[src/rtl/renode_axi_manager_engine_if.sv]
// AXI4 single-beat channel bundle shared by the manager engine and its subordinate.
interface renode_axi_if #(
  parameter int ADDR_WIDTH = 32,
  parameter int DATA_WIDTH = 64,
  parameter int ID_WIDTH   = 4
);
  logic [ID_WIDTH-1:0]     awid;
  logic [ADDR_WIDTH-1:0]   awaddr;
  logic [7:0]              awlen;
  logic [2:0]              awsize;
  logic [1:0]              awburst;
  logic [2:0]              awprot;
  logic                    awvalid;
  logic                    awready;
  logic [DATA_WIDTH-1:0]   wdata;
  logic [DATA_WIDTH/8-1:0] wstrb;
  logic                    wlast;
  logic                    wvalid;
  logic                    wready;
  logic [1:0]              bresp;
  logic                    bvalid;
  logic                    bready;
  logic [ID_WIDTH-1:0]     arid;
  logic [ADDR_WIDTH-1:0]   araddr;
  logic [7:0]              arlen;
  logic [2:0]              arsize;
  logic [1:0]              arburst;
  logic [2:0]              arprot;
  logic                    arvalid;
  logic                    arready;
  logic [DATA_WIDTH-1:0]   rdata;
  logic [1:0]              rresp;
  logic                    rvalid;
  logic                    rready;

  modport manager (
    output awid, awaddr, awlen, awsize, awburst, awprot, awvalid,
    output wdata, wstrb, wlast, wvalid, bready,
    output arid, araddr, arlen, arsize, arburst, arprot, arvalid, rready,
    input  awready, wready, bresp, bvalid, arready, rdata, rresp, rvalid
  );

  modport subordinate (
    input  awid, awaddr, awlen, awsize, awburst, awprot, awvalid,
    input  wdata, wstrb, wlast, wvalid, bready,
    input  arid, araddr, arlen, arsize, arburst, arprot, arvalid, rready,
    output awready, wready, bresp, bvalid, arready, rdata, rresp, rvalid
  );
endinterface

[src/rtl/renode_axi_manager_engine.sv]
// Turns one sized register command into a single-beat AXI4 read or write and
// returns a right-aligned response; illegal sizes/alignments fail without bus traffic.
module renode_axi_manager_engine #(
  parameter int ADDR_WIDTH = 32,
  parameter int DATA_WIDTH = 64,
  parameter int ID_WIDTH   = 4
) (
  input  logic                  aclk,
  input  logic                  areset,
  input  logic                  cmd_valid,
  output logic                  cmd_ready,
  input  logic                  cmd_write,
  input  logic [1:0]            cmd_size,
  input  logic [ADDR_WIDTH-1:0] cmd_addr,
  input  logic [63:0]           cmd_wdata,
  output logic                  rsp_valid,
  input  logic                  rsp_ready,
  output logic [63:0]           rsp_rdata,
  output logic                  rsp_error,
  output logic [15:0]           err_count,
  renode_axi_if.manager         m_axi_if
);
  localparam int STRB_W = DATA_WIDTH / 8;
  localparam int OFF_W  = $clog2(STRB_W);

  typedef enum logic [2:0] {IDLE, WRITE, WRESP, RADDR, RDATA, RESP} state_e;

  state_e                  state_q, state_d;
  logic                    cmd_ready_q, cmd_ready_d;
  logic                    awvalid_q, awvalid_d;
  logic                    wvalid_q, wvalid_d;
  logic                    bready_q, bready_d;
  logic                    arvalid_q, arvalid_d;
  logic                    rready_q, rready_d;
  logic                    rsp_valid_q, rsp_valid_d;
  logic [63:0]             rsp_rdata_q, rsp_rdata_d;
  logic                    rsp_error_q, rsp_error_d;
  logic [15:0]             err_count_q, err_count_d;
  logic [ADDR_WIDTH-1:0]   addr_q, addr_d;
  logic [1:0]              size_q, size_d;
  logic [OFF_W-1:0]        off_q, off_d;
  logic [DATA_WIDTH-1:0]   wdata_q, wdata_d;
  logic [STRB_W-1:0]       wstrb_q, wstrb_d;

  logic                    accept;
  logic [2:0]              acc_mask;
  logic                    too_big;
  logic                    cmd_illegal;

  function automatic logic [15:0] sat_inc(input logic [15:0] v);
    return (v == 16'hFFFF) ? v : v + 16'd1;
  endfunction

  function automatic logic [DATA_WIDTH-1:0] lane_data(input logic [63:0] d,
                                                      input logic [OFF_W-1:0] off);
    return DATA_WIDTH'(d << {off, 3'b000});
  endfunction

  function automatic logic [STRB_W-1:0] lane_strb(input logic [1:0] size,
                                                  input logic [OFF_W-1:0] off);
    return STRB_W'(((16'd1 << (5'd1 << size)) - 16'd1) << off);
  endfunction

  function automatic logic [63:0] lane_extract(input logic [DATA_WIDTH-1:0] d,
                                               input logic [1:0] size,
                                               input logic [OFF_W-1:0] off);
    logic [63:0] wide;
    logic [63:0] mask;
    wide = 64'(d >> {off, 3'b000});
    mask = (size == 2'd3) ? {64{1'b1}} : ((64'd1 << (7'd8 << size)) - 64'd1);
    return wide & mask;
  endfunction

  // A command fails up front when it is wider than the bus or not size-aligned.
  assign accept      = cmd_valid && cmd_ready_q;
  assign acc_mask    = 3'((4'd1 << cmd_size) - 4'd1);
  assign too_big     = (32'd1 << cmd_size) > 32'(STRB_W);
  assign cmd_illegal = too_big || ((cmd_addr[2:0] & acc_mask) != 3'd0);

  always_comb begin
    state_d     = state_q;
    awvalid_d   = awvalid_q;
    wvalid_d    = wvalid_q;
    bready_d    = bready_q;
    arvalid_d   = arvalid_q;
    rready_d    = rready_q;
    rsp_valid_d = rsp_valid_q;
    rsp_rdata_d = rsp_rdata_q;
    rsp_error_d = rsp_error_q;
    err_count_d = err_count_q;
    addr_d      = addr_q;
    size_d      = size_q;
    off_d       = off_q;
    wdata_d     = wdata_q;
    wstrb_d     = wstrb_q;
    case (state_q)
      IDLE: begin
        if (accept) begin
          addr_d  = cmd_addr;
          size_d  = cmd_size;
          off_d   = cmd_addr[OFF_W-1:0];
          wdata_d = lane_data(cmd_wdata, cmd_addr[OFF_W-1:0]);
          wstrb_d = lane_strb(cmd_size, cmd_addr[OFF_W-1:0]);
          if (cmd_illegal) begin
            state_d     = RESP;
            rsp_valid_d = 1'b1;
            rsp_error_d = 1'b1;
            rsp_rdata_d = 64'd0;
          end else if (cmd_write) begin
            state_d   = WRITE;
            awvalid_d = 1'b1;
            wvalid_d  = 1'b1;
          end else begin
            state_d   = RADDR;
            arvalid_d = 1'b1;
          end
        end
      end
      WRITE: begin
        // AW and W retire independently; a cleared valid marks that channel as done.
        if (m_axi_if.awready) awvalid_d = 1'b0;
        if (m_axi_if.wready)  wvalid_d  = 1'b0;
        if ((!awvalid_q || m_axi_if.awready) && (!wvalid_q || m_axi_if.wready)) begin
          state_d  = WRESP;
          bready_d = 1'b1;
        end
      end
      WRESP: begin
        if (m_axi_if.bvalid) begin
          state_d     = RESP;
          bready_d    = 1'b0;
          rsp_valid_d = 1'b1;
          rsp_error_d = m_axi_if.bresp[1];
          rsp_rdata_d = 64'd0;
        end
      end
      RADDR: begin
        if (m_axi_if.arready) begin
          state_d   = RDATA;
          arvalid_d = 1'b0;
          rready_d  = 1'b1;
        end
      end
      RDATA: begin
        if (m_axi_if.rvalid) begin
          state_d     = RESP;
          rready_d    = 1'b0;
          rsp_valid_d = 1'b1;
          rsp_error_d = m_axi_if.rresp[1];
          rsp_rdata_d = m_axi_if.rresp[1] ? 64'd0 : lane_extract(m_axi_if.rdata, size_q, off_q);
        end
      end
      RESP: begin
        if (rsp_ready) begin
          state_d     = IDLE;
          rsp_valid_d = 1'b0;
          if (rsp_error_q) err_count_d = sat_inc(err_count_q);
        end
      end
      default: state_d = IDLE;
    endcase
    cmd_ready_d = (state_d == IDLE);
  end

  always_ff @(posedge aclk) begin
    if (areset) begin
      state_q     <= IDLE;
      cmd_ready_q <= 1'b0;
      awvalid_q   <= 1'b0;
      wvalid_q    <= 1'b0;
      bready_q    <= 1'b0;
      arvalid_q   <= 1'b0;
      rready_q    <= 1'b0;
      rsp_valid_q <= 1'b0;
      rsp_rdata_q <= 64'd0;
      rsp_error_q <= 1'b0;
      err_count_q <= 16'd0;
    end else begin
      state_q     <= state_d;
      cmd_ready_q <= cmd_ready_d;
      awvalid_q   <= awvalid_d;
      wvalid_q    <= wvalid_d;
      bready_q    <= bready_d;
      arvalid_q   <= arvalid_d;
      rready_q    <= rready_d;
      rsp_valid_q <= rsp_valid_d;
      rsp_rdata_q <= rsp_rdata_d;
      rsp_error_q <= rsp_error_d;
      err_count_q <= err_count_d;
    end
  end

  // Command payload is only meaningful while its transaction is live, so it is not reset.
  always_ff @(posedge aclk) begin
    addr_q  <= addr_d;
    size_q  <= size_d;
    off_q   <= off_d;
    wdata_q <= wdata_d;
    wstrb_q <= wstrb_d;
  end

  assign cmd_ready = cmd_ready_q;
  assign rsp_valid = rsp_valid_q;
  assign rsp_rdata = rsp_rdata_q;
  assign rsp_error = rsp_error_q;
  assign err_count = err_count_q;

  assign m_axi_if.awid    = {ID_WIDTH{1'b0}};
  assign m_axi_if.awaddr  = addr_q;
  assign m_axi_if.awlen   = 8'd0;
  assign m_axi_if.awsize  = {1'b0, size_q};
  assign m_axi_if.awburst = 2'b01;
  assign m_axi_if.awprot  = 3'd0;
  assign m_axi_if.awvalid = awvalid_q;
  assign m_axi_if.wdata   = wdata_q;
  assign m_axi_if.wstrb   = wstrb_q;
  assign m_axi_if.wlast   = 1'b1;
  assign m_axi_if.wvalid  = wvalid_q;
  assign m_axi_if.bready  = bready_q;
  assign m_axi_if.arid    = {ID_WIDTH{1'b0}};
  assign m_axi_if.araddr  = addr_q;
  assign m_axi_if.arlen   = 8'd0;
  assign m_axi_if.arsize  = {1'b0, size_q};
  assign m_axi_if.arburst = 2'b01;
  assign m_axi_if.arprot  = 3'd0;
  assign m_axi_if.arvalid = arvalid_q;
  assign m_axi_if.rready  = rready_q;
endmodule

[src/flat_wrapper.sv]
// flat-port wrapper written by rule: the top's interface ports become plain ports
module renode_axi_manager_engine_flat 
#(
  parameter int ADDR_WIDTH = 32,
  parameter int DATA_WIDTH = 64,
  parameter int ID_WIDTH   = 4
)
  (aclk, areset, cmd_valid, cmd_ready, cmd_write, cmd_size, cmd_addr, cmd_wdata, rsp_valid, rsp_ready, rsp_rdata, rsp_error, err_count, m_axi_if_awid, m_axi_if_awaddr, m_axi_if_awlen, m_axi_if_awsize, m_axi_if_awburst, m_axi_if_awprot, m_axi_if_awvalid, m_axi_if_wdata, m_axi_if_wstrb, m_axi_if_wlast, m_axi_if_wvalid, m_axi_if_bready, m_axi_if_arid, m_axi_if_araddr, m_axi_if_arlen, m_axi_if_arsize, m_axi_if_arburst, m_axi_if_arprot, m_axi_if_arvalid, m_axi_if_rready, m_axi_if_awready, m_axi_if_wready, m_axi_if_bresp, m_axi_if_bvalid, m_axi_if_arready, m_axi_if_rdata, m_axi_if_rresp, m_axi_if_rvalid);
  renode_axi_if #(.ADDR_WIDTH(ADDR_WIDTH), .DATA_WIDTH(DATA_WIDTH), .ID_WIDTH(ID_WIDTH)) m_axi_if_i ();
  input  logic aclk;
  input  logic areset;
  input  logic cmd_valid;
  output logic cmd_ready;
  input  logic cmd_write;
  input  logic [1:0] cmd_size;
  input  logic [ADDR_WIDTH-1:0] cmd_addr;
  input  logic [63:0] cmd_wdata;
  output logic rsp_valid;
  input  logic rsp_ready;
  output logic [63:0] rsp_rdata;
  output logic rsp_error;
  output logic [15:0] err_count;
  output wire logic [$bits(m_axi_if_i.awid)-1:0] m_axi_if_awid;
  output wire logic [$bits(m_axi_if_i.awaddr)-1:0] m_axi_if_awaddr;
  output wire logic [$bits(m_axi_if_i.awlen)-1:0] m_axi_if_awlen;
  output wire logic [$bits(m_axi_if_i.awsize)-1:0] m_axi_if_awsize;
  output wire logic [$bits(m_axi_if_i.awburst)-1:0] m_axi_if_awburst;
  output wire logic [$bits(m_axi_if_i.awprot)-1:0] m_axi_if_awprot;
  output wire logic [$bits(m_axi_if_i.awvalid)-1:0] m_axi_if_awvalid;
  output wire logic [$bits(m_axi_if_i.wdata)-1:0] m_axi_if_wdata;
  output wire logic [$bits(m_axi_if_i.wstrb)-1:0] m_axi_if_wstrb;
  output wire logic [$bits(m_axi_if_i.wlast)-1:0] m_axi_if_wlast;
  output wire logic [$bits(m_axi_if_i.wvalid)-1:0] m_axi_if_wvalid;
  output wire logic [$bits(m_axi_if_i.bready)-1:0] m_axi_if_bready;
  output wire logic [$bits(m_axi_if_i.arid)-1:0] m_axi_if_arid;
  output wire logic [$bits(m_axi_if_i.araddr)-1:0] m_axi_if_araddr;
  output wire logic [$bits(m_axi_if_i.arlen)-1:0] m_axi_if_arlen;
  output wire logic [$bits(m_axi_if_i.arsize)-1:0] m_axi_if_arsize;
  output wire logic [$bits(m_axi_if_i.arburst)-1:0] m_axi_if_arburst;
  output wire logic [$bits(m_axi_if_i.arprot)-1:0] m_axi_if_arprot;
  output wire logic [$bits(m_axi_if_i.arvalid)-1:0] m_axi_if_arvalid;
  output wire logic [$bits(m_axi_if_i.rready)-1:0] m_axi_if_rready;
  input wire logic [$bits(m_axi_if_i.awready)-1:0] m_axi_if_awready;
  input wire logic [$bits(m_axi_if_i.wready)-1:0] m_axi_if_wready;
  input wire logic [$bits(m_axi_if_i.bresp)-1:0] m_axi_if_bresp;
  input wire logic [$bits(m_axi_if_i.bvalid)-1:0] m_axi_if_bvalid;
  input wire logic [$bits(m_axi_if_i.arready)-1:0] m_axi_if_arready;
  input wire logic [$bits(m_axi_if_i.rdata)-1:0] m_axi_if_rdata;
  input wire logic [$bits(m_axi_if_i.rresp)-1:0] m_axi_if_rresp;
  input wire logic [$bits(m_axi_if_i.rvalid)-1:0] m_axi_if_rvalid;
  assign m_axi_if_awid = m_axi_if_i.awid;
  assign m_axi_if_awaddr = m_axi_if_i.awaddr;
  assign m_axi_if_awlen = m_axi_if_i.awlen;
  assign m_axi_if_awsize = m_axi_if_i.awsize;
  assign m_axi_if_awburst = m_axi_if_i.awburst;
  assign m_axi_if_awprot = m_axi_if_i.awprot;
  assign m_axi_if_awvalid = m_axi_if_i.awvalid;
  assign m_axi_if_wdata = m_axi_if_i.wdata;
  assign m_axi_if_wstrb = m_axi_if_i.wstrb;
  assign m_axi_if_wlast = m_axi_if_i.wlast;
  assign m_axi_if_wvalid = m_axi_if_i.wvalid;
  assign m_axi_if_bready = m_axi_if_i.bready;
  assign m_axi_if_arid = m_axi_if_i.arid;
  assign m_axi_if_araddr = m_axi_if_i.araddr;
  assign m_axi_if_arlen = m_axi_if_i.arlen;
  assign m_axi_if_arsize = m_axi_if_i.arsize;
  assign m_axi_if_arburst = m_axi_if_i.arburst;
  assign m_axi_if_arprot = m_axi_if_i.arprot;
  assign m_axi_if_arvalid = m_axi_if_i.arvalid;
  assign m_axi_if_rready = m_axi_if_i.rready;
  assign m_axi_if_i.awready = m_axi_if_awready;
  assign m_axi_if_i.wready = m_axi_if_wready;
  assign m_axi_if_i.bresp = m_axi_if_bresp;
  assign m_axi_if_i.bvalid = m_axi_if_bvalid;
  assign m_axi_if_i.arready = m_axi_if_arready;
  assign m_axi_if_i.rdata = m_axi_if_rdata;
  assign m_axi_if_i.rresp = m_axi_if_rresp;
  assign m_axi_if_i.rvalid = m_axi_if_rvalid;
  renode_axi_manager_engine #(.ADDR_WIDTH(ADDR_WIDTH), .DATA_WIDTH(DATA_WIDTH), .ID_WIDTH(ID_WIDTH)) u_core (.aclk(aclk), .areset(areset), .cmd_valid(cmd_valid), .cmd_ready(cmd_ready), .cmd_write(cmd_write), .cmd_size(cmd_size), .cmd_addr(cmd_addr), .cmd_wdata(cmd_wdata), .rsp_valid(rsp_valid), .rsp_ready(rsp_ready), .rsp_rdata(rsp_rdata), .rsp_error(rsp_error), .err_count(err_count), .m_axi_if(m_axi_if_i));
endmodule
[config.mk]
export PLATFORM = sky130hd
export DESIGN_NAME = renode_axi_manager_engine_flat
export DESIGN_NICKNAME = d
export VERILOG_FILES = /design/src/rtl/renode_axi_manager_engine_if.sv /design/src/rtl/renode_axi_manager_engine.sv /design/src/flat_wrapper.sv
export SDC_FILE = /design/constraint.sdc
export NUM_CORES = 1
export LEC_CHECK = 0
export ABC_AREA = 1
export BUFFER_PORTS_ARGS = -buffer_cell sky130_fd_sc_hd__buf_2
export CORE_AREA = 2 2 173 175
export CTS_BUF_LIST = sky130_fd_sc_hd__clkbuf_16
export DETAILED_ROUTE_END_ITERATION = 6
export DIE_AREA = 0 0 175 177
export PLACE_DENSITY_LB_ADDON = 0.05
export REMOVE_ABC_BUFFERS = 1
export SLEW_MARGIN = 20
export SYNTH_ARGS = -nofsm -noshare
export SYNTH_HDL_FRONTEND = slang
export SYNTH_SLANG_ARGS = --single-unit
[constraint.sdc]
create_clock -name aclk -period 3.1 [get_ports aclk]
set_input_delay 0.31 -clock aclk [delete_from_list [all_inputs] [get_ports aclk]]
set_output_delay 0.31 -clock aclk [all_outputs]
set_load 0.02 [all_outputs]
### Word level (Yosys, flattened, before mapping)

Index checks and enable logic that the tools add are counted.

| word-level totals | value |
|---|---|
| bits in registers | 200 |
| logic and storage cells | 120 |
| input bits | 176 |
| output and inout port bits | 265 |

| operators by class | value |
|---|---|
| add/subtract/negate cells | 4 |
| mux-type cells | 43 |
| magnitude comparators | 1 |
| bitwise gates (word level) | 3 |
| reductions and logical operators | 25 |
| shifts and indexed selects | 9 |
| eq/ne operators | 19 |

Operators with widths:

| operator | count |
|---|---|
| $mux W64 | 6 |
| $pmux W64 S3 | 1 |
| $and A64 B64 Y64 | 1 |
| $shl A1 B7 Y64 const A | 1 |
| $shl A64 B6 Y64 | 1 |
| $shr A64 B6 Y64 | 1 |
| $sub A64 B1 Y64 const B | 1 |
| $gt A32 B4 Y1 const B | 1 |
| $shl A1 B2 Y32 const A | 1 |
| $mux W3 | 7 |
| $mux W1 | 20 |
| $reduce_and A5 Y1 | 4 |
| $ne A2 B2 Y1 const B | 9 |
| $pmux W3 S6 | 1 |
| $add A16 B1 Y16 const B | 1 |
| $eq A16 B16 Y1 const B | 1 |
| $shl A1 B5 Y16 const A | 1 |
| $shl A16 B3 Y8 | 1 |
| $sub A16 B1 Y16 const B | 1 |
| $pmux W1 S2 | 5 |
| $reduce_bool A2 Y1 | 4 |
| $shl A4 B2 Y7 const A | 1 |
| $eq A3 B2 Y1 const B | 2 |
| $eq A3 B3 Y1 const B | 2 |
| 21 further kinds | 30 |

### Longest topological paths before layout

Gate-level depths: netlist of run 1.

| depth | value |
|---|---|
| depth in word-level cells | 9 |
| gate-level depth with buffers | 11 |
| gate-level depth less buffers | 10 |

### Worst setup path before layout of run 1

No wires, ideal clock.

| path | value |
|---|---|
| path type | reg2reg |
| from | register u_core.state_q[1] |
| to | register u_core.cmd_ready_q, in the netlist u_core.cmd_ready |
| slack | -278 ps |
| arrival | 3262 ps |
| data required time | 2985 ps |
| path buffers | 0 |
| clock period less this slack | 3378 ps |
| cell stages (with the launch flop) | 7 |
| library setup time | 115 ps |
| path through | dfxtp_1 nor2_4 nand3_1 inv_1 nand2_1 nand4_1 nor2_1 |

| between the ends | value |
|---|---|
| word-level cells in the longest chain between the ends | 3 |
| elaborated cells between the ends (all ways) | 14 |
| those cells by class | 5 x eq/ne; 7 x mux; 2 x reduce/logical |

Ends and longest elaborated chain:

| element | RTL line | source |
|---|---|---|
| start, declared | renode_axi_manager_engine.sv:28 | `state_e state_q, state_d;` |
| start signal, assigned | renode_axi_manager_engine.sv:179 | `state_q <= state_d;` |
| $eq A3 B3 Y1, or another cell as far along | renode_axi_manager_engine.sv:96 | `case (state_q)` |
| $pmux W3 S6 * | renode_axi_manager_engine.sv:96 |  |
| $logic_not A3 Y1 * | renode_axi_manager_engine.sv:162 | `cmd_ready_d = (state_d == IDLE);` |
| end signal, assigned | renode_axi_manager_engine.sv:180 | `cmd_ready_q <= cmd_ready_d;` |
| end, declared | renode_axi_manager_engine.sv:29 | `logic cmd_ready_q, cmd_ready_d;` |

Mark *: on every way between the ends. The rest lies on a longest branch, timed or not.
A chain may end at the register's enable or synchronous reset.

### Final worst setup path of run 1

| path | value |
|---|---|
| from | register u_core.state_q[1] |
| to | register u_core.rsp_rdata_q[43], in the netlist u_core.rsp_rdata[43] |

| between the ends | value |
|---|---|
| word-level cells in the longest chain between the ends | 3 |
| elaborated cells between the ends (all ways) | 10 |
| those cells by class | 6 x eq/ne; 1 x mux; 3 x reduce/logical |

Ends and longest elaborated chain:

| element | RTL line | source |
|---|---|---|
| $eq A3 B3 Y1, or another cell as far along | renode_axi_manager_engine.sv:96 |  |
| $ne A2 B2 Y1 (no line), or another cell as far along | -- |  |
| $reduce_and A5 Y1 (no line) | -- |  |
| end signal, assigned | renode_axi_manager_engine.sv:187 | `rsp_rdata_q <= rsp_rdata_d;` |
| end, declared | renode_axi_manager_engine.sv:36 | `logic [63:0] rsp_rdata_q, rsp_rdata_d;` |

Several ways; a longest one is shown, not always the timed one.

==> summary.md, run 1 <==
| Metric | Value |
|---|---|
| Status | `finished, final reports clean` |
| Row Count | `63` |
| Clock sinks | `197` |
| Final instance area | `14,100 sq um` |
| Crit share post-route | `75.6%` |
| Commonest non-fill, non-tap cell in the layout | `nand2_1` |
| Area occupied by multi-input gates | `5220 sq um` |
| Num CTS Buffers | `17` |
| Total grt overflow | `0` |
| Comb power frac | `42.5%` |
| Die width | `175 microns` |
| Post-synth EDFFs | `106` |
| Layout Nets | `2,149` |
| Data arrival time of the worst path | `2.72 ns` |
| Top_reg_cell synth | `edfxtp_1` |
| Number of top-level pins | `441` |
| Maximum fanout along the worst path | `18` |
| Sequential cell area | `5000 sq um` |
| Pwr Density | `761 nW/um^2` |
| Detailed Place HPWL | `25,900 microns` |
| Max Cap Viol | `0` |
| Nature of the critical path startpoint | `flip-flop` |
| Remaining routing DRC violations | `0` |
| Vias | `11,500` |
| Max Clock Freq | `0.427 GHz` |
| Clk pwr share | `21.8%` |
| Util after Layout | `48.1%` |
| FF+latch count, synth | `197` |
| Final hold viol count | `0` |
| Initial antenna violation count | `4` |
| DRT iter0 DRCs | `922` |
| Full die area | `31,000 sq um` |
| Design Power | `10.7 mW` |
| Syn-to-layout area delta | `22.2%` |
| Slew margin rel. | `53.3%` |
| Register-to-register setup slack | `0.76 ns` |
| Maximum vdd drop | `0.446 mV` |
| Placed cell area | `13,500 sq um` |
| Worst-Margin Slew | `0.700 ns` |
| Gr usage total | `22.7%` |
| Critical Setup Path Class | `reg2reg` |
| Flop pwr share | `35.7%` |
| Post-cts resize count | `0` |
| Min Tclk post-route | `2.34 ns` |
| DP Cell Count | `2,343` |
| Reg clk slew, reported paths | `0.08 ns` |
| Worst setup EP type | `flip-flop` |
| Final non-filler cell total | `2,377` |
| Mapped Cells | `1,656` |
| DP Worst Slack | `0.784 ns` |
| Hold Crit Start | `cmd_addr[10]` |
| Avg WL per Cell | `15.3 microns` |
| Setup WS post-layout | `0.757 ns` |
| Sequential area share after synthesis | `43.4%` |
| RSZ-0062 raised after global routing | `false` |
| Clock Skew | `0.0116 ns` |
| Final WL | `36,300 microns` |
| PortBufs | `401` |
| Fillers | `3,096` |
| Final setup viols | `0` |
| Pint | `6.03 mW` |
| CTS tree | `yes` |
| Yosys warning count | `0` |
| Static leakage | `7.01 nW` |
| Final ANT Viol Nets | `0` |
| Core area | `29,200 sq um` |
| Maximum buffer depth of the clock tree | `2` |
| First-pass GRT wire length | `55,200 microns` |
| Cts hold-fix bufs | `0` |
| Layout cells sized above 1 | `24.1%` |
| Switch Pwr | `4.69 mW` |
| Syn_area_per_cell | `6.96 sq um` |
| Root Buffer | `clkbuf_16` |
| Post-route setup TNS | `0 ns` |
| Hold slack | `0.0358 ns` |
| Asr flop ratio synth | `0%` |
| Clock Latency Late Sink | `0.45 ns` |
| Netlist cell types | `34` |
| Reg-to-Reg Start | `u_core.state_q[1]` |
| Post-CTS setup buffer count | `0` |
| Hold crit path type | `in2reg` |
| Post-Syn Area | `11,500 sq um` |
| Final max-slew violation count | `0` |
| Worst endpoint required time | `3.48 ns` |
| Crit path from | `u_core.state_q[1]` |
| Die Ht | `177 microns` |
| Routability-driven placement congestion ratio | `0.835` |
| Vias in the first global route | `10,200` |
| Most frequent cells in the layout | `nand2_1 (583), buf_2 (401), nor2_1 (212), nand3_1 (172), inv_1 (119)` |
| CTS HTree Levels | `4` |
| Initial Util | `39.4%` |
| Vias per inst | `4.82` |
| Pin count of the biggest net entering global routing | `65` |
| Sw Ratio | `43.7%` |
| DRT Pass-1 Iters | `6` |
[cell usage after synthesis (all sizes together), types with 2 or more instances]
master | number | area share (%)
a21oi | 47 | 2.0
a31oi | 2 | 0.11
buf | 112 | 6.6
clkbuf | 51 | 1.7
conb | 2 | 0.065
dfxtp | 91 | 16
edfxtp | 106 | 28
inv | 129 | 4.2
mux2i | 18 | 1.6
nand2 | 584 | 19
nand3 | 174 | 7.6
nand4 | 7 | 0.51
nor2 | 218 | 7.4
nor3 | 2 | 0.087
o211ai | 11 | 0.72
o21ai | 84 | 3.7
o22ai | 5 | 0.27
xnor2 | 5 | 0.38
xor2 | 3 | 0.23
[final timing paths]
kind / to / depth (start not counted)
worst min register to register: u_core.rsp_valid / 2
worst max register to register: u_core.rsp_rdata[43] / 7
worst max-delay path: u_core.rsp_rdata[43] / 7
worst min-delay path: u_core.m_axi_if.araddr[10] / 1
[cell type report]
class,instances,share of cell area [%]
inverter,129,3.46
multi-input combinational,1202,37.1
antenna,2,0.0355
tap,390,3.47
clock buffer,17,3.02
timing repair buffer,425,16.1
clock inverter,15,1.35
sequential,197,35.5
[state kept, by name (all words and copies together), names as in the netlist]
register	count
u_core.m_axi_if.wdata	64
u_core.m_axi_if.arvalid	1
u_core.rsp_valid	1
u_core.rsp_rdata	64
u_core.cmd_ready	1
u_core.size_q	2
u_core.m_axi_if.awvalid	1
u_core.off_q	2
u_core.m_axi_if.wstrb	8
u_core.err_count	16
u_core.rsp_error	1
u_core.m_axi_if.araddr	30
u_core.m_axi_if.bready	1
u_core.m_axi_if.wvalid	1
u_core.m_axi_if.rready	1
u_core.state_q	3
[metal layers]
metal | GRT usage [%] | share of wire (%)
met4 | 6.60 | 2.0
met2 | 37.3 | 47
met5 | 0 | 0.096
met1 | 29.0 | 43
met3 | 6.72 | 8.1
[power groups by stage]
stage                     Clock [mW]  Combinational [mW]  Sequential [mW]
after CTS                       2.40                4.59             3.84
after floorplan                    0                1.99             4.85
final                           2.34                4.55             3.83
after global routing            2.50                5.08             3.91
after detailed placement           0                4.57             3.89
after global placement             0                4.56             3.87
[cells by family (layout without fill, tap and decap cells)]
kind of cell | count (synthesis) | in the layout | synth area share (%)
compound gates | 151 | 151 | 7.01
xor+xnor | 8 | 8 | 0.608
fa+ha+maj | 1 | 1 | 0.109
buf+inv | 292 | 586 | 12.5
flops | 197 | 197 | 43.4
mux | 18 | 18 | 1.56
other cells | 2 | 39 | 0.0652
simple gates | 987 | 987 | 34.8
[worst max-delay path, stage by stage (launching register included)]
cell and delay, ns:
dfxtp_1 0.40, nor2_4 0.23, nand4_4 0.37, nor2_4 0.61
inv_2 0.30, a21oi_1 0.20, nor2_1 0.06, nor2_1 0.10
Note: power is estimated with default switching activity, not from simulation.
==> run 2, diff against run 1 <==
--- a/config.mk
+++ b/config.mk
@@ -7,10 +7,10 @@
 export LEC_CHECK = 0
 export ABC_AREA = 1
 export BUFFER_PORTS_ARGS = -buffer_cell sky130_fd_sc_hd__buf_2
-export CORE_AREA = 2 2 173 175
+export CORE_AREA = 2 2 169 171
 export CTS_BUF_LIST = sky130_fd_sc_hd__clkbuf_16
 export DETAILED_ROUTE_END_ITERATION = 6
-export DIE_AREA = 0 0 175 177
+export DIE_AREA = 0 0 171 173
 export PLACE_DENSITY_LB_ADDON = 0.05
 export REMOVE_ABC_BUFFERS = 1
 export SLEW_MARGIN = 20
==> constraint.sdc (replaced) <==
create_clock -name aclk -period 2.2 [get_ports aclk]
set_input_delay 0.22 -clock aclk [delete_from_list [all_inputs] [get_ports aclk]]
set_output_delay 0.22 -clock aclk [all_outputs]
set_load 0.02 [all_outputs]
==> run 2 against run 1 <==
Combinational power is 43% higher. Sequential power is 41% higher. Utilization is 4.1 points higher. Sequential share of layout area is 0.89 points lower. Cell count is 1.1% higher. Highest routed layer unchanged.
==> summary.md, run 2 (synthesized netlist as in run 1, its figures left out) <==
| Metric | Value |
|---|---|
| Core area | `27,600 sq um (-5.5%)` |
| Flop pwr share | `35.6% (about the same)` |
| Final non-filler cell total | `2,404 (+1.1%)` |
| Clock sinks | `197 (unchanged)` |
| Detailed Place HPWL | `25,400 microns (-2.1%)` |
| Syn-to-layout area delta | `25.3%` |
| Min Tclk post-route | `1.83 ns (-0.514 ns)` |
| Design Power | `15.2 mW (+42%)` |
| Max Clock Freq | `0.547 GHz (+28%)` |
| Hold crit path type | `in2reg` |
| GR Util met1 | `29.6% (+0.58 points)` |
| Final setup viols | `0 (unchanged)` |
| DRT Pass-1 Iters | `5 (-1)` |
| Comb power frac | `42.7% (+0.2 points)` |
| First-pass GRT wire length | `55,700 microns (+0.99%)` |
| Vias per inst | `4.77 (-1.0%)` |
| Fillers | `2,894 (-6.5%)` |
| Commonest non-fill, non-tap cell in the layout | `nand2_1` |
| Clock Latency Late Sink | `0.45 ns (about the same)` |
| Pint | `8.59 mW (+42%)` |
| Switch Pwr | `6.59 mW (+41%)` |
| Data arrival time of the worst path | `2.16 ns (-0.56 ns)` |
| Final WL | `36,000 microns (-0.90%)` |
| Busiest grt layer | `met2` |
| Die width | `171 microns (-2.3%)` |
| Met3 Track Usage GR | `7.69% (+0.97 points)` |
| Initial antenna violation count | `9 (+5)` |
| Placed cell area | `13,500 sq um (+0.48%)` |
| Pwr Density | `1050 nW/um^2 (+38%)` |
| Vias | `11,500 (+0.079%)` |
| Max Cap Viol | `0 (unchanged)` |
| Final hold viol count | `0 (unchanged)` |
| Root Buffer | `clkbuf_16` |
| Maximum buffer depth of the clock tree | `2 (unchanged)` |
| CTS HTree Levels | `4 (unchanged)` |
| Routability-driven placement congestion ratio | `0.891 (+6.7%)` |
| Layout cells sized above 1 | `24.0% (-0.045 points)` |
| Hold slack | `0.0257 ns (-0.0101 ns)` |
| Avg WL per Cell | `15.0 microns (-2.0%)` |
| PortBufs | `401 (unchanged)` |
| Worst-Margin Slew | `0.616 ns (-0.0837 ns)` |
| Pin count of the biggest net entering global routing | `73 (+12%)` |
| Crit share post-route | `83.1% (+7.6 points)` |
| Layout Nets | `2,186 (+1.7%)` |
| Num CTS Buffers | `17 (unchanged)` |
| Total grt overflow | `0 (unchanged)` |
| Gr usage total | `23.8% (+1.1 points)` |
| Critical Setup Path Class | `reg2reg` |
| DRT iter0 DRCs | `872 (-5.4%)` |
| Remaining routing DRC violations | `0 (unchanged)` |
| Clk pwr share | `21.7% (about the same)` |
| Vias in the first global route | `10,500 (+3.3%)` |
| Final max-slew violation count | `0 (unchanged)` |
| RSZ-0062 raised after global routing | `false` |
| Sw Ratio | `43.4% (-0.30 points)` |
| Most frequent cells in the layout | `nand2_1 (583), buf_2 (401), nor2_1 (212), nand3_1 (172), inv_1 (119)` |
| Die Ht | `173 microns (-2.3%)` |
| Nature of the critical path startpoint | `flip-flop` |
| Number of top-level pins | `441 (unchanged)` |
| Util after Layout | `52.3% (+4.1 points)` |
| Static leakage | `7.17 nW (+2.4%)` |
| Full die area | `29,600 sq um (-4.5%)` |
| Post-route setup TNS | `0 ns (unchanged)` |
| Reg clk slew, reported paths | `0.08 ns (about the same)` |
| DP Worst Slack | `0.242 ns (-0.542 ns)` |
| Maximum vdd drop | `0.430 mV (-3.6%)` |
| Maximum fanout along the worst path | `12 (-6)` |
| Initial Util | `41.7% (+2.3 points)` |
| CTS tree | `yes` |
| Worst endpoint required time | `2.53 ns (-0.95 ns)` |
| Status | `finished, final reports clean` |
| Final instance area | `14,400 sq um (+2.6%)` |
| Final ANT Viol Nets | `0 (unchanged)` |
| Clock Skew | `0.0194 ns (+0.00782 ns)` |
| Setup WS post-layout | `0.371 ns (-0.386 ns)` |
| Slew margin rel. | `58.9% (+5.6 points)` |
| DP Cell Count | `2,339 (-0.17%)` |
| Worst setup EP type | `flip-flop` |
| Row Count | `61 (-3.2%)` |
| Post-CTS setup buffer count | `0 (unchanged)` |
| M2 GR Usage | `38.8% (+1.5 points)` |
run 2: critical path, stage by stage (launching register included):
cell     delay [ns]
dfxtp_1        0.50
nor2_1         0.13
nand3_1        0.15
nand2_1        0.07
nor2_1         0.20
nand3_4        0.24
buf_4          0.26
a21oi_1        0.13
nor2_1         0.05
run 2: per-layer routing:
layer	vias to the layer above	routed length, microns
met2	376	17100
met1	5129	15100
met5	-	35
li1	5892	-
met4	6	923
met3	57	2960
run 2: power groups by stage:
| stage | Sequential (mW) | Clock, mW | Combinational [mW] |
|---|---|---|---|
| finish | 5.40 | 3.29 | 6.49 |
| global route | 5.53 | 3.54 | 7.25 |
| detailed placement | 5.48 | 0 | 6.49 |
| floorplan | 6.83 | 0 | 2.80 |
| CTS | 5.41 | 3.39 | 6.54 |
| global placement | 5.47 | 0 | 6.43 |
run 2: path summary, 6_finish.rpt:
check / startpoint / slack [ns] / to / depth (start not counted)
setup / recovery: u_core.state_q[2] / 0.37 / u_core.rsp_rdata[50] / 8
setup reg to reg: u_core.state_q[2] / 0.37 / u_core.rsp_rdata[50] / 8
hold reg to reg: u_core.m_axi_if.rready / 0.46 / u_core.m_axi_if.rready / 2
hold / removal: cmd_size[0] / 0.03 / u_core.size_q[0] / 1
run 2: layout make-up:
cell class / count / area [sq um] / share of cell area [%]
Timing Repair Buffer: 462 / 2630 / 18.2
Tap cell: 378 / 473 / 3.27
Sequential cell: 197 / 5000 / 34.7
Inverter: 129 / 487 / 3.37
Clock inverter: 15 / 193 / 1.33
Antenna cell: 4 / 10.0 / 0.0693
Clock buffer: 17 / 425 / 2.95
Multi-Input combinational cell: 1202 / 5220 / 36.2
run 2: repair_timing:
item | CTS | global route
endpoints found under the hold margin | 29 | 0
resized for setup | 0 | 0
hold buffers | 29 | 0
==> run 3, diff against run 2 <==
==> constraint.sdc (replaced) <==
create_clock -name aclk -period 1.82 [get_ports aclk]
set_input_delay 0.182 -clock aclk [delete_from_list [all_inputs] [get_ports aclk]]
set_output_delay 0.182 -clock aclk [all_outputs]
set_load 0.02 [all_outputs]
==> run 3 against run 2 <==
Utilization rose by 1.0 points. Clock power increased by 20%. Wire length up 0.49%. Global-route usage up 0.16 points.
==> summary.md, run 3 (synthesized netlist as in run 1, its figures left out) <==
| Metric | Value |
|---|---|
| Data arrival time of the worst path | `2.04 ns (-0.12 ns)` |
| CTS HTree Levels | `4 (unchanged)` |
| Full die area | `29,600 sq um (unchanged)` |
| Util after Layout | `53.3% (+1.0 points)` |
| Reg clk slew, reported paths | `0.09 ns (about the same)` |
| Critical Setup Path Class | `in2reg` |
| Number of top-level pins | `441 (unchanged)` |
| Max Cap Viol | `0 (unchanged)` |
| Final hold viol count | `0 (unchanged)` |
| DP Cell Count | `2,357 (+0.77%)` |
| Most frequent cells in the layout | `nand2_1 (583), buf_2 (401), nor2_1 (212), nand3_1 (171), inv_1 (119)` |
| Root Buffer | `clkbuf_16` |
| Layout Nets | `2,207 (+0.96%)` |
| Worst setup EP type | `flip-flop` |
| Initial antenna violation count | `3 (-6)` |
| Detailed Place HPWL | `25,800 microns (+1.6%)` |
| Post-CTS setup buffer count | `0 (unchanged)` |
| Vias in the first global route | `10,400 (-0.44%)` |
| Met3 Track Usage GR | `7.00% (-0.69 points)` |
| Maximum fanout along the worst path | `26 (+14)` |
| Vias per inst | `4.79 (+0.47%)` |
| Die Ht | `173 microns (unchanged)` |
| Routability-driven placement congestion ratio | `0.870 (-2.4%)` |
| DRT iter0 DRCs | `808 (-7.3%)` |
| Busiest grt layer | `met2` |
| Syn-to-layout area delta | `27.8%` |
| Clock sinks | `197 (unchanged)` |
| Avg WL per Cell | `14.9 microns (-0.30%)` |
| Initial Util | `41.7% (unchanged)` |
| Remaining routing DRC violations | `0 (unchanged)` |
| Pin count of the biggest net entering global routing | `66 (-9.6%)` |
| Clock Latency Late Sink | `0.45 ns (about the same)` |
| Row Count | `61 (unchanged)` |
| PortBufs | `401 (unchanged)` |
| Num CTS Buffers | `17 (unchanged)` |
| Maximum buffer depth of the clock tree | `2 (unchanged)` |
| Worst r2r path cells | `8 (unchanged)` |
| Worst endpoint required time | `2.16 ns (-0.37 ns)` |
| Nature of the critical path startpoint | `input port` |
| M2 GR Usage | `39.5% (+0.69 points)` |
| Pwr Density | `1270 nW/um^2 (+21%)` |
| Total grt overflow | `0 (unchanged)` |
| Hold crit path type | `in2reg` |
| Layout cells sized above 1 | `24.8% (+0.78 points)` |
| Max Clock Freq | `0.587 GHz` |
| Crit share post-route | `93.6%` |
| Core area | `27,600 sq um (unchanged)` |
| Hold depth | `3 (+2)` |
| Maximum vdd drop | `0.638 mV (+48%)` |
| Die width | `171 microns (unchanged)` |
| Design Power | `18.7 mW (+23%)` |
| Static leakage | `7.32 nW (+2.0%)` |
| RSZ-0062 raised after global routing | `false` |
| Final ANT Viol Nets | `0 (unchanged)` |
| Final setup viols | `0 (unchanged)` |
| Final non-filler cell total | `2,423 (+0.79%)` |
| Status | `finished, final reports clean` |
| First-pass GRT wire length | `55,800 microns (+0.25%)` |
| Vias | `11,600 (+1.3%)` |
| Commonest non-fill, non-tap cell in the layout | `nand2_1` |
| Clock Skew | `0.0125 ns (-0.00686 ns)` |
| Post-route setup TNS | `0 ns (unchanged)` |
| DRT Pass-1 Iters | `5 (unchanged)` |
| GR Util met1 | `30.2% (+0.56 points)` |
| Gr usage total | `24.0% (+0.16 points)` |
| Min Tclk post-route | `1.70 ns` |
| Final max-slew violation count | `0 (unchanged)` |
| CTS tree | `yes` |
| Final WL | `36,200 microns (+0.49%)` |
## run 3: cell type report
cell class | count | area (sq um)
Fill cell | 2819 | 12900
Multi-Input combinational cell | 1202 | 5230
Sequential cell | 197 | 5010
Timing Repair Buffer | 483 | 2920
Inverter | 129 | 487
Tap cell | 378 | 473
Clock buffer | 18 | 450
Clock inverter | 14 | 159
Antenna cell | 2 | 5.00
## run 3: worst paths after layout
path	startpoint	to	slack, ns
hold / removal	cmd_wdata[2]	u_core.m_axi_if.wdata[2]	0.07
setup / recovery	cmd_size[1]	u_core.rsp_rdata[3]	0.12
setup reg to reg	u_core.state_q[0]	u_core.rsp_rdata[61]	0.14
hold reg to reg	u_core.m_axi_if.rready	u_core.m_axi_if.rready	0.47
## run 3: critical path, cell delays in order
cell	delay [ns]
dlygate4sd3_1	0.55
buf_2	0.18
inv_1	0.06
nand2_1	0.10
nand2_1	0.11
nand3_2	0.13
nand2_1	0.10
nor2_4	0.22
buf_12	0.21
nand2_1	0.07
nand2_1	0.06
nor2_1	0.05
## run 3: where the power goes
part,switching [mW],total [mW],internal (mW)
clock,2.00,3.94,1.94
combinational,5.45,8.20,2.75
sequential,0.543,6.52,5.98
total,7.99,18.7,10.7
## run 3: routing by layer
metal | part of all wire, % | wire length, microns
met1 | 41 | 15000
met5 | 0 | 0
met4 | 2.3 | 825
met2 | 48 | 17300
met3 | 8.5 | 3090
## run 3: per-stage QoR
step,instance area (sq um),setup WS [ns],hold WS (ns)
floorplan,10700,-1.57,0.251
global placement,13800,0.119,0.359
detailed placement,13800,0.0605,0.360
CTS,14700,0.115,0.0492
global route,14700,0.0233,0.0700
finish,14700,0.116,0.0677
## run 3: timing repair
item	CTS	global route
hold endpoints to repair	31	0
hold buffers	31	0
gates resized for setup	0	2
endpoints found under the setup margin	0	27
